[src/rtl/insn_buffer_pkg.sv]
// ProcessorTypes: types shared by fetch, the instruction buffer and decode.
//   insn_entry_t            - one 16-bit instruction parcel with its pc and fault flag
//   INSN_BUFFER_ENTRY_COUNT - default number of parcel slots in insn_buffer
package ProcessorTypes;

    localparam int INSN_BUFFER_ENTRY_COUNT = 8;

    typedef struct packed {
        logic [31:0] pc;
        logic        fault;
        logic [15:0] insn;
    } insn_entry_t;

endpackage

[src/rtl/insn_buffer.sv]
// insn_buffer: circular buffer of 16-bit instruction parcels between fetch and decode.
// Up to two parcels pushed (Low then High) and up to two popped per cycle.
//   clk, rst                          - clock, asynchronous active-high reset
//   flush                             - discard all contents at the edge
//   writeLow/writeHigh                - push writeEntryLow / writeEntryHigh
//   writableEntryCount                - free slots (registered)
//   readableEntryCount                - occupied slots (registered)
//   readEntryLow/readEntryHigh        - oldest / second-oldest parcel
//   readCount                         - parcels popped this cycle (0..2)
// Build option: define INSN_BUFFER_FAULT_EN to store the per-parcel fault bit;
// otherwise the read fault fields are constant 0.
module insn_buffer
    import ProcessorTypes::*;
#(
    parameter int ENTRY_COUNT = INSN_BUFFER_ENTRY_COUNT
) (
    input  logic                           clk,
    input  logic                           rst,
    input  logic                           flush,
    input  logic                           writeLow,
    input  logic                           writeHigh,
    input  insn_entry_t                    writeEntryLow,
    input  insn_entry_t                    writeEntryHigh,
    output logic [$clog2(ENTRY_COUNT):0]   writableEntryCount,
    output logic [$clog2(ENTRY_COUNT):0]   readableEntryCount,
    output insn_entry_t                    readEntryLow,
    output insn_entry_t                    readEntryHigh,
    input  logic [1:0]                     readCount
);

    localparam int PW = $clog2(ENTRY_COUNT);
    localparam int CW = PW + 1;

    logic [PW-1:0] rp;
    logic [PW-1:0] wp;
    logic [CW-1:0] occ;

    logic [31:0]   pc_mem   [ENTRY_COUNT];
    logic [15:0]   insn_mem [ENTRY_COUNT];

    logic [1:0]    push_cnt;
    logic [CW-1:0] free_cnt;
    logic          do_push;
    logic          do_pop;
    logic [1:0]    pop_cnt;
    logic [PW-1:0] wp_high;
    logic [PW-1:0] rp_high;

    assign push_cnt = {1'b0, writeLow} + {1'b0, writeHigh};
    assign free_cnt = CW'(ENTRY_COUNT) - occ;

    // Both checks use start-of-cycle occupancy: a push cannot use slots freed by
    // a same-cycle pop, and a pop cannot reach a same-cycle push. An oversized
    // request is dropped whole; readCount of 3 is never legal.
    assign do_push = !flush && (push_cnt != 2'd0) && (CW'(push_cnt) <= free_cnt);
    assign do_pop  = !flush && (readCount != 2'd3) && (CW'(readCount) <= occ);
    assign pop_cnt = do_pop ? readCount : 2'd0;

    // High goes to wp+1 only when Low is pushed alongside it.
    assign wp_high = writeLow ? wp + PW'(1) : wp;
    assign rp_high = rp + PW'(1);

    always_ff @(posedge clk or posedge rst) begin
        if (rst) begin
            rp  <= '0;
            wp  <= '0;
            occ <= '0;
        end else if (flush) begin
            rp  <= '0;
            wp  <= '0;
            occ <= '0;
        end else begin
            rp  <= rp + PW'(pop_cnt);
            wp  <= wp + (do_push ? PW'(push_cnt) : PW'(0));
            occ <= occ + (do_push ? CW'(push_cnt) : CW'(0)) - CW'(pop_cnt);
        end
    end

    // Storage is deliberately not reset.
    always_ff @(posedge clk) begin
        if (do_push) begin
            if (writeLow) begin
                pc_mem[wp]   <= writeEntryLow.pc;
                insn_mem[wp] <= writeEntryLow.insn;
            end
            if (writeHigh) begin
                pc_mem[wp_high]   <= writeEntryHigh.pc;
                insn_mem[wp_high] <= writeEntryHigh.insn;
            end
        end
    end

`ifdef INSN_BUFFER_FAULT_EN
    logic fault_mem [ENTRY_COUNT];

    always_ff @(posedge clk) begin
        if (do_push) begin
            if (writeLow) begin
                fault_mem[wp] <= writeEntryLow.fault;
            end
            if (writeHigh) begin
                fault_mem[wp_high] <= writeEntryHigh.fault;
            end
        end
    end

    logic fault_low;
    logic fault_high;
    assign fault_low  = fault_mem[rp];
    assign fault_high = fault_mem[rp_high];
`else
    logic fault_low;
    logic fault_high;
    logic unused_fault;
    assign fault_low    = 1'b0;
    assign fault_high   = 1'b0;
    assign unused_fault = writeEntryLow.fault ^ writeEntryHigh.fault;
`endif

    always_comb begin
        readEntryLow       = '0;
        readEntryHigh      = '0;
        readEntryLow.pc    = pc_mem[rp];
        readEntryLow.insn  = insn_mem[rp];
        readEntryLow.fault = fault_low;
        readEntryHigh.pc    = pc_mem[rp_high];
        readEntryHigh.insn  = insn_mem[rp_high];
        readEntryHigh.fault = fault_high;
    end

    assign readableEntryCount = occ;
    assign writableEntryCount = free_cnt;

endmodule

[config.mk]
export PLATFORM = sky130hd
export DESIGN_NAME = insn_buffer
export DESIGN_NICKNAME = d
export VERILOG_FILES = /design/src/rtl/insn_buffer_pkg.sv /design/src/rtl/insn_buffer.sv
export SDC_FILE = /design/constraint.sdc
export NUM_CORES = 1
export LEC_CHECK = 0
export ABC_AREA = 1
export BUFFER_PORTS_ARGS = -buffer_cell sky130_fd_sc_hd__buf_2
export CAP_MARGIN = 20
export CELL_PAD_IN_SITES_DETAIL_PLACEMENT = 0
export CELL_PAD_IN_SITES_GLOBAL_PLACEMENT = 1
export CORE_MARGIN = 3
export CORE_UTILIZATION = 40
export DETAILED_ROUTE_END_ITERATION = 16
export GPL_ROUTABILITY_DRIVEN = 1
export PLACE_DENSITY = 0.75
export SLEW_MARGIN = 20
export SYNTH_ARGS = -nofsm -noshare
export SYNTH_HDL_FRONTEND = slang
export SYNTH_SLANG_ARGS = --single-unit
[constraint.sdc]
create_clock -name clk -period 3.1 [get_ports clk]
set_input_delay 0.31 -clock clk [delete_from_list [all_inputs] [get_ports clk]]
set_output_delay 0.31 -clock clk [all_outputs]
set_load 0.03 [all_outputs]
==> metrics.cfg <==
[synth]
synth-async-reset-ratio_pct=2.54
synth_edf_count=384
yosysMostFrequentCell=nand2_1
synthFlopType=edfxtp_1
synth_cells=3347
synth_top_area_share_pct=47.1
synth.largest_area_cell=edfxtp_1
ys_seq_area_share_pct=48.1
synth_fa_ha_area_share_pct=1.15
yosys.area_share.simple_pct=26.2
synth_cell_types=29
yosys_warnings=0
synthXorXnorAreaFrac_pct=0.143
synth_common_cells=1333 x nand2_1, 499 x o21ai_0, 384 x edfxtp_1, 317 x nor2_1, 196 x a21oi_1
synthTopCellsByArea=edfxtp_1 47%, nand2_1 20%, o21ai_0 10%, nor2_1 4.9%, a21oi_1 4.0%
synth_top_family_by_area=simple AND/OR/NAND/NOR gates
netlist_area_mm2=0.0245
ys_ff_latch=394
muxShareOfSynthArea_pct=0
syn_avg_cell_area_um2=7.31
synth_compound_area_share_pct=16.1

[finish]
utilization_pct=46.5
final_area_mm2=0.0281
stdcell_count=4197
nets=3492
syn2layout_area_growth_pct=14.8
drive_above_1_share_pct=12.5

[timing]
finalHoldWorstSlack_ps=88.1
setup_viol=0
fin_worst_skew_ps=12.4
fmax_mhz=328
slew_headroom_pct=33.6
fin_tns_setup_ps=0
worst_pin_slew_ps=996
hold_viol_final=0
fin_crit_sh_pct=98.4
period_minus_slack_ps=3050
grt_setup_unrepaired=true
slew_violations=0

[clock_network]
cts.sinks=394
clk_pin_slew_ps=60
insertion_delay_ps=590
htreeDepth=2
root_buffer=clkbuf_16
tritoncts=yes
cts_buffer_depth=3
cts_buffers=45

[global_routing]
use_met2_pct=46.3
gr-usage-met3_pct=3.92
grt_pass1_wl_mm=131
track_usage_pct=27.0
grt_pass1_vias=22100
grt_max_degree=194
antenna_found_initial=15
gr-total-overflow=0
met1_usage_pct=33.8
top_usage_layer=met2

[drt]
drt-total-wl_mm=89.1
detailroute.via_count=23300
route.detailed.wl_per_inst_um=21.2
drtIter0Drc=2026
vias_per_cell=5.54
drcViolationCount=0
ant_nets=0
first_pass_iters=5

[critical_path]
crit_type=reg -> out
cp.arrival_ps=2740
path_max_fanout=24
path_cells=ha_4 -> buf_4 -> clkbuf_16 -> a21oi_1 -> o21ai_0 -> a31oi_2 -> buf_2
start_kind=register
cp.required_ps=2790
cpMaxStageDelayCell=dfrtp_4
slowest_delay_ps=510
end_kind=primary output

[floorplanning]
initial_core_util_pct=40.5
die_h_um=253
die_w_um=253
rows=90
boundaryPins=211
core_area_mm2=0.0605
die-area_mm2=0.0642

[placement]
io_buffers=206
postPlaceCellArea_mm2=0.0263
dp_hpwl_mm=50.4
routabilityCongestion=0.817
post-place-cells=4094

[min_path]
min_path_type=in -> reg

[power_and_ir_drop]
ir_drop_v=0.000416
p_leak_nw=12.0
cellPowerDensity_mw_per_mm2=704

[outcome]
status=complete, no violations

[run]
cap_violations=0

## final timing paths
check,from,to,slack (ps),cells past startpoint
worst min-delay path,flush,readableEntryCount[2],90,2
min in group asynchronous,rst,rp[1],280,3
worst min register to register,wp[2],wp[2],750,2
max in group asynchronous,rst,rp[0],2450,3
worst max register to register,readableEntryCount[1],readableEntryCount[3],160,16
worst max-delay path,rp[0],readEntryHigh[5],50,7
## what timing repair did
item	in CTS	in global routing
pin swaps	1	3
buffers inserted	2	2
endpoints found under the setup margin	29	51
gates resized for setup	12	31
endpoints found under the hold margin	10	0
cloned	1	2
hold buffers	1	0
## cells by family (layout without fill, tap and decap cells)
logic type	Yosys count	in the layout
AOI/OAI and AO/OA	773	773
xor gates and xnor gates	4	4
adders and majority gates	20	20
buffers and inverters	470	525
DFF	394	394
other	1	14
and+or+nand+nor	1685	1685
## metal layers
layer,vias to the layer above,part of all wire [%]
li1,11000,-
met4,4,3.9
met2,1086,48
met5,-,0.018
met1,11000,39
met3,222,8.3
## worst max-delay path: cells and delay by family (launching register included)
family / cells / cell delay, ps
buf+inv: 3 / 670
compound gates: 3 / 620
flops: 1 / 510
fa+ha+maj: 1 / 340
## through the flow
| stage | power (mW) | setup slack [ps] |
|---|---|---|
| after global placement | 13.9 | 192 |
| after detailed placement | 14.1 | 165 |
| after CTS | 19.6 | 0.314 |
| after global routing | 20.8 | -40.5 |
| final | 19.8 | 48.6 |
| after floorplan | 11.6 | 3.08 |
## registers in the layout, indices dropped and copies added (netlist names)
signal and cells:
wp 3, readableEntryCount 4, insn_mem 128, rp 3
pc_mem 256
## cell type report
type / instances / area (um^2)
sequential: 394 / 11800
inverter: 140 / 544
fill: 5813 / 32400
clock buffer: 55 / 1210
timing repair buffer: 302 / 2400
multi-input combinational: 2484 / 10900
tap: 782 / 978
antenna: 12 / 30.0
clock inverter: 28 / 263
## where the power goes
| part | internal (mW) | switching (mW) |
|---|---|---|
| Sequential | 6.22 | 0.113 |
| Clock | 3.18 | 2.24 |
| Combinational | 2.39 | 5.63 |
| Total | 11.8 | 7.99 |
## cells in the final DEF (no fill, tap or decap), types with 8 or more instances in the layout
master / n
buf_12: 37
nand2_1: 1323
buf_4: 45
clkbuf_16: 49
a31oi_1: 36
edfxtp_1: 384
a31oi_2: 12
nand2_2: 11
nand3_1: 10
o21ai_1: 31
nand4_1: 8
clkbuf_1: 8
a21oi_1: 193
inv_1: 131
nor2_1: 316
buf_2: 201
diode_2: 12
nor2_4: 9
clkinv_2: 11
ha_1: 14
o21ai_0: 497
clkinv_1: 9
(Power assumes the default switching activity.)
